[src/rtl/rv32m_muldiv_unit_if.sv]
// Request/response bundle between the multicycle datapath and the RV32M
// multiply/divide unit: operands and funct3 in, result and rd index out.
interface rv32m_muldiv_unit_if #(
  parameter int XLEN = 32
);
  logic            start;
  logic [2:0]      op;
  logic [XLEN-1:0] rs1_val;
  logic [XLEN-1:0] rs2_val;
  logic [4:0]      rd_in;
  logic            busy;
  logic            done;
  logic [XLEN-1:0] result;
  logic [4:0]      rd_out;

  modport master (
    output start, op, rs1_val, rs2_val, rd_in,
    input  busy, done, result, rd_out
  );

  modport slave (
    input  start, op, rs1_val, rs2_val, rd_in,
    output busy, done, result, rd_out
  );
endinterface

[src/rtl/rv32m_muldiv_unit.sv]
// Iterative RV32M execute unit: radix-2 shift-add multiply and restoring
// divide on operand magnitudes, one bit per cycle, sign fixed up at the end.
module rv32m_muldiv_unit #(
  parameter int XLEN = 32
) (
  input  logic                clk,
  input  logic                rst,
  rv32m_muldiv_unit_if.slave  bus
);

  localparam int CW = $clog2(XLEN);
  localparam logic [CW-1:0] LAST_ITER = CW'(XLEN - 1);
  localparam logic [XLEN-1:0] INT_MIN = {1'b1, {(XLEN-1){1'b0}}};

  typedef enum logic [1:0] {
    IDLE,
    RUN,
    FIX,
    DONE
  } state_t;

  state_t state;
  state_t state_next;

  logic [CW-1:0]     cnt;
  logic [2*XLEN-1:0] acc;
  logic [XLEN-1:0]   opnd;
  logic [2:0]        op_q;
  logic              neg_res;
  logic              neg_rem;
  logic              busy_q;
  logic              done_q;
  logic [XLEN-1:0]   result_q;
  logic [4:0]        rd_q;

  // Operand decode on the incoming request
  logic            in_div;
  logic            a_signed;
  logic            b_signed;
  logic            a_neg;
  logic            b_neg;
  logic [XLEN-1:0] a_mag;
  logic [XLEN-1:0] b_mag;
  logic            div_zero;
  logic            div_ovf;
  logic            special;
  logic [XLEN-1:0] special_result;
  logic            accept;

  assign in_div   = bus.op[2];
  assign a_signed = in_div ? ~bus.op[0] : (bus.op[1:0] != 2'b11);
  assign b_signed = in_div ? ~bus.op[0] : ~bus.op[1];
  assign a_neg    = a_signed & bus.rs1_val[XLEN-1];
  assign b_neg    = b_signed & bus.rs2_val[XLEN-1];
  assign a_mag    = a_neg ? -bus.rs1_val : bus.rs1_val;
  assign b_mag    = b_neg ? -bus.rs2_val : bus.rs2_val;

  assign div_zero = in_div && (bus.rs2_val == '0);
  assign div_ovf  = in_div && ~bus.op[0] && (bus.rs1_val == INT_MIN) && (bus.rs2_val == '1);
  assign special  = div_zero | div_ovf;

  // Overflowed DIV yields INT_MIN, which is exactly rs1_val in that case
  always_comb begin
    special_result = '0;
    if (bus.op[1]) begin
      special_result = div_zero ? bus.rs1_val : '0;
    end else begin
      special_result = div_zero ? '1 : bus.rs1_val;
    end
  end

  assign accept = bus.start && ((state == IDLE) || (state == DONE));

  // One iteration step for each algorithm
  logic            is_div;
  logic [XLEN:0]   mul_sum;
  logic [2*XLEN-1:0] mul_next;
  logic [XLEN:0]   div_shift;
  logic            div_ok;
  logic [XLEN-1:0] div_rem;
  logic [2*XLEN-1:0] div_next;

  assign is_div    = op_q[2];
  assign mul_sum   = {1'b0, acc[2*XLEN-1:XLEN]} + (acc[0] ? {1'b0, opnd} : {(XLEN+1){1'b0}});
  assign mul_next  = {mul_sum, acc[XLEN-1:1]};
  assign div_shift = {acc[2*XLEN-1:XLEN], acc[XLEN-1]};
  assign div_ok    = (div_shift >= {1'b0, opnd});
  assign div_rem   = div_ok ? XLEN'(div_shift - {1'b0, opnd}) : div_shift[XLEN-1:0];
  assign div_next  = {div_rem, acc[XLEN-2:0], div_ok};

  // Sign correction of the finished magnitude result
  logic [2*XLEN-1:0] prod;
  logic [XLEN-1:0]   quo;
  logic [XLEN-1:0]   rem;
  logic [XLEN-1:0]   fix_result;

  assign prod = neg_res ? -acc : acc;
  assign quo  = neg_res ? -acc[XLEN-1:0] : acc[XLEN-1:0];
  assign rem  = neg_rem ? -acc[2*XLEN-1:XLEN] : acc[2*XLEN-1:XLEN];

  always_comb begin
    fix_result = '0;
    if (is_div) begin
      fix_result = op_q[1] ? rem : quo;
    end else if (op_q[1:0] == 2'b00) begin
      fix_result = prod[XLEN-1:0];
    end else begin
      fix_result = prod[2*XLEN-1:XLEN];
    end
  end

  always_ff @(posedge clk) begin
    if (rst) begin
      state <= IDLE;
    end else begin
      state <= state_next;
    end
  end

  always_comb begin
    state_next = state;
    case (state)
      IDLE: begin
        if (bus.start) begin
          state_next = special ? DONE : RUN;
        end
      end
      RUN: begin
        if (cnt == LAST_ITER) begin
          state_next = FIX;
        end
      end
      FIX: begin
        state_next = DONE;
      end
      DONE: begin
        if (bus.start) begin
          state_next = special ? DONE : RUN;
        end else begin
          state_next = IDLE;
        end
      end
      default: begin
        state_next = IDLE;
      end
    endcase
  end

  // busy/done are flopped from the next state so outputs never see inputs combinationally
  always_ff @(posedge clk) begin
    if (rst) begin
      busy_q <= 1'b0;
      done_q <= 1'b0;
    end else begin
      busy_q <= (state_next == RUN) || (state_next == FIX);
      done_q <= (state_next == DONE);
    end
  end

  always_ff @(posedge clk) begin
    if (rst) begin
      cnt      <= '0;
      acc      <= '0;
      opnd     <= '0;
      op_q     <= '0;
      neg_res  <= 1'b0;
      neg_rem  <= 1'b0;
      result_q <= '0;
      rd_q     <= '0;
    end else if (accept) begin
      op_q    <= bus.op;
      rd_q    <= bus.rd_in;
      cnt     <= '0;
      neg_res <= a_neg ^ b_neg;
      neg_rem <= a_neg;
      opnd    <= in_div ? b_mag : a_mag;
      acc     <= {{XLEN{1'b0}}, (in_div ? a_mag : b_mag)};
      if (special) begin
        result_q <= special_result;
      end
    end else if (state == RUN) begin
      acc <= is_div ? div_next : mul_next;
      cnt <= cnt + 1'b1;
    end else if (state == FIX) begin
      result_q <= fix_result;
    end
  end

  assign bus.busy   = busy_q;
  assign bus.done   = done_q;
  assign bus.result = result_q;
  assign bus.rd_out = rd_q;

endmodule

[src/flat_wrapper.sv]
// flat-port wrapper written by rule: the top's interface ports become plain ports
module rv32m_muldiv_unit_flat 
#(
  parameter int XLEN = 32
)
  (clk, rst, bus_start, bus_op, bus_rs1_val, bus_rs2_val, bus_rd_in, bus_busy, bus_done, bus_result, bus_rd_out);
  rv32m_muldiv_unit_if #(.XLEN(XLEN)) bus_i ();
  input  logic clk;
  input  logic rst;
  input wire logic [$bits(bus_i.start)-1:0] bus_start;
  input wire logic [$bits(bus_i.op)-1:0] bus_op;
  input wire logic [$bits(bus_i.rs1_val)-1:0] bus_rs1_val;
  input wire logic [$bits(bus_i.rs2_val)-1:0] bus_rs2_val;
  input wire logic [$bits(bus_i.rd_in)-1:0] bus_rd_in;
  output wire logic [$bits(bus_i.busy)-1:0] bus_busy;
  output wire logic [$bits(bus_i.done)-1:0] bus_done;
  output wire logic [$bits(bus_i.result)-1:0] bus_result;
  output wire logic [$bits(bus_i.rd_out)-1:0] bus_rd_out;
  assign bus_i.start = bus_start;
  assign bus_i.op = bus_op;
  assign bus_i.rs1_val = bus_rs1_val;
  assign bus_i.rs2_val = bus_rs2_val;
  assign bus_i.rd_in = bus_rd_in;
  assign bus_busy = bus_i.busy;
  assign bus_done = bus_i.done;
  assign bus_result = bus_i.result;
  assign bus_rd_out = bus_i.rd_out;
  rv32m_muldiv_unit #(.XLEN(XLEN)) u_core (.clk(clk), .rst(rst), .bus(bus_i));
endmodule
[config.mk]
export PLATFORM = sky130hd
export DESIGN_NAME = rv32m_muldiv_unit_flat
export DESIGN_NICKNAME = d
export VERILOG_FILES = /design/src/rtl/rv32m_muldiv_unit_if.sv /design/src/rtl/rv32m_muldiv_unit.sv /design/src/flat_wrapper.sv
export SDC_FILE = /design/constraint.sdc
export NUM_CORES = 1
export LEC_CHECK = 0
export CAP_MARGIN = 20
export CORE_ASPECT_RATIO = 2
export CORE_UTILIZATION = 40
export CTS_CLUSTER_DIAMETER = 80
export DETAILED_ROUTE_END_ITERATION = 7
export GPL_TIMING_DRIVEN = 0
export PLACE_DENSITY = 0.63
export SLEW_MARGIN = 40
export SYNTH_ARGS = -nofsm -noshare
export SYNTH_HDL_FRONTEND = slang
export SYNTH_SLANG_ARGS = --single-unit
[constraint.sdc]
create_clock -name clk -period 3.5 [get_ports clk]
set_input_delay 0.7 -clock clk [delete_from_list [all_inputs] [get_ports clk]]
set_output_delay 0.7 -clock clk [all_outputs]
set_load 0.1 [all_outputs]
==> run summary <==
status -> finished, violations left
failing checks -> negative setup slack
type of the most critical hold path -> reg2reg
Crit. End Element -> flop
Initial Util -> 40.6%
Filler cells -> 3,851
Final GP Congestion -> 1.06
clock latency on the worst-skew pair -> 0.47 ns
most common library cells after synthesis -> nor2_1, nand2_1, a21oi_1
Core ar. -> 0.0380 mm^2
synth unique cells -> 77
Global Route Usage Sum -> 49.0%
Setup WS post-layout -> -0.491 ns
PwrDens -> 1060 mW/mm^2
I/O pins -> 114
DRT antenna net count -> 0
initial antenna violation count -> 3
fmax -> 0.251 GHz
clk buf depth -> 2
Final nets -> 2,544
clock sinks -> 147
Area Growth Syn to Fin -> 28.5%
critical path cell sequence -> or4_4, or4_4, or4_4, buf_4, buf_8, o31ai_4, xnor2_1, o22ai_1, a211oi_2, a211oi_2
top post-synthesis cells by area -> dfxtp_1, xnor2_1, a21oi_1
DRC viols -> 0
share of cells above drive strength 1 -> 18.6%
root buffer cell -> clkbuf_16
worst path arrival time -> 4.31 ns
relative slew slack -> 36.5%
most used cell, CP -> or4_4
RSZ-0062 raised after global routing -> yes
max-cap violations -> 0
grt ovf -> 0
Slowest cell on crit path -> a211oi_2
worst vdd ir -> 0.437 mV
Via density -> 6.70
vias -> 19,600
Critical Setup Path Class -> reg2reg
Final min period -> 3.99 ns
Mapped Area -> 0.0154 mm^2
Final TNS setup -> -2.59 ns
Final Hold Viols -> 0
wire per inst -> 32.9 um
final wirelength -> 96.2 mm
synthesis warning total -> 0
Die H -> 280 um
# rows -> 101
Horiz. Die Dim -> 141 um
R2R Setup Slk -> -0.49 ns
CP delay by family, top -> simple AND/OR/NAND/NOR gates
CP Launch Type -> flop
largest net degree at the start of global routing -> 20
Syn Area/Cell -> 7.02 um^2
number of synthesized flops with an enable pin -> 0
Slew @ Worst Pin -> 0.949 ns
Critical Path RT -> 3.82 ns
Cells after Synth -> 2,198
CTS tree -> yes
post-synth top area share -> 19.1%
CP Buf/Inv Count -> 2
ratio of final minimum period to clock period -> 114%
global-route wire length before repair -> 139 mm
biggest cell delay along the critical path -> 0.77 ns
die area -> 0.0394 mm^2
CP Max Fanout -> 10
vias in the first global route -> 19,900
most frequent cell after synthesis -> nor2_1
P_leak -> 7.44 nW
# H-tree levels -> 4
Post-DP HPWL -> 73.8 mm
Async SR Flop Fraction -> 0%
syn nets -> 2,351
Port-buffer cells -> 111
DR iter-0 viols -> 1,992
Synth area leader -> dfxtp_1
Setup Viol. Count Final -> 16
CTS Hold Bufs -> 0
final slew viol count -> 0
sequential share of the synthesized area -> 19.1%
Synth Flop Type -> dfxtp_1
CTS buffer count -> 17
flop and latch count out of synthesis -> 147
Fin Clk Skew -> 0.0136 ns
hold slack -> 0.452 ns
drt pass-1 iters -> 6
Clk pin slew, worst setup/hold paths -> 0.08 ns
[cells in the final DEF (no fill, tap or decap), types with 16 or more instances in the layout]
cell type / count
a211oi_1: 55
a21o_1: 23
a21oi_1: 184
a31oi_1: 25
buf_2: 47
buf_4: 70
clkbuf_1: 94
clkbuf_16: 18
clkbuf_2: 31
clkdlybuf4s50_1: 64
dfxtp_1: 127
ha_1: 55
ha_2: 16
inv_1: 71
maj3_1: 26
mux2i_1: 51
nand2_1: 212
nand2b_1: 18
nand3_1: 42
nand4_1: 28
nor2_1: 224
nor3_1: 41
o211ai_1: 52
o21ai_0: 137
o21ai_1: 17
o22ai_1: 19
o31ai_1: 23
o41ai_1: 16
xnor2_1: 104
xor2_1: 80
[through the flow]
step | utilization (%) | cell area (um^2) | instances | setup WS, ns | power, mW
finish | 52.1 | 19800 | 2922 | -0.491 | 21.0
detailed placement | 45.1 | 17100 | 2828 | -2.25 | 15.7
CTS | 49.9 | 19000 | 2894 | -0.225 | 19.0
global placement | 45.2 | 17200 | 2824 | -3.89 | 15.7
floorplan | - | 15400 | 2198 | 0.00576 | 10.8
global route | 52.1 | 19800 | 2920 | -0.640 | 21.8
[state kept, by name (all words and copies together), names as in the netlist]
signal,flops
u_core.acc,64
u_core.bus.busy,1
u_core.bus.done,1
u_core.bus.rd_out,5
u_core.bus.result,32
u_core.cnt,5
u_core.neg_rem,1
u_core.neg_res,1
u_core.op_q,3
u_core.opnd,32
u_core.state,2
[per-layer routing]
layer  vias to the layer above  GRT usage [%]  wire (um)
met2                      1305           82.3      45800
met1                      9137           42.1      28400
met5                         -          0.257         12
met4                         2           59.2      14400
met3                       712           15.7       7630
li1                       8421              -          -
[cell type report]
class | instances | area [um^2] | share of cell area (%)
multi-input combinational | 1794 | 12800 | 64.6
sequential | 147 | 2990 | 15.1
timing repair buffer | 194 | 1630 | 8.23
buffer | 157 | 806 | 4.06
tap | 515 | 644 | 3.25
clock buffer | 17 | 425 | 2.15
inverter | 80 | 314 | 1.58
clock inverter | 15 | 196 | 0.991
antenna | 3 | 7.51 | 0.0379
[logic make-up (layout without fill, tap and decap cells)]
group	count (synthesis)	in the layout	synth area share [%]
and+or+nand+nor	724	725	21.9
AOI/OAI and AO/OA	718	718	30.1
buffers and inverters	258	463	6.43
xor gates and xnor gates	194	194	11.0
DFF	147	147	19.1
adders and majority gates	105	105	8.17
muxes	52	52	3.38
other	0	3	0
[worst paths after layout]
kind | startpoint | endpoint | depth (start not counted)
worst max-delay path | u_core.acc[3] | u_core.bus.result[31] | 10
worst min-delay path | u_core.bus.result[6] | u_core.bus.result[6] | 2
worst max register to register | u_core.acc[3] | u_core.bus.result[31] | 10
worst min register to register | u_core.bus.result[6] | u_core.bus.result[6] | 2
[timing repair]
action	CTS	global route
cloned	1	0
endpoints found under the setup margin	99	125
buffers inserted	49	28
pin swaps	54	75
resized for setup	219	172
[power breakdown]
part           internal [mW]  switching, mW  leakage (nW)
Sequential              2.20          0.686          1.21
Combinational           5.15           11.0          5.93
Clock                  0.976          0.975         0.299
[tightest hold or removal path, stage by stage, from the launching register on]
cell and delay, ns:
dfxtp_1 0.31, nand2_1 0.05, a21oi_1 0.05
Power figures use the tool's default switching activity.
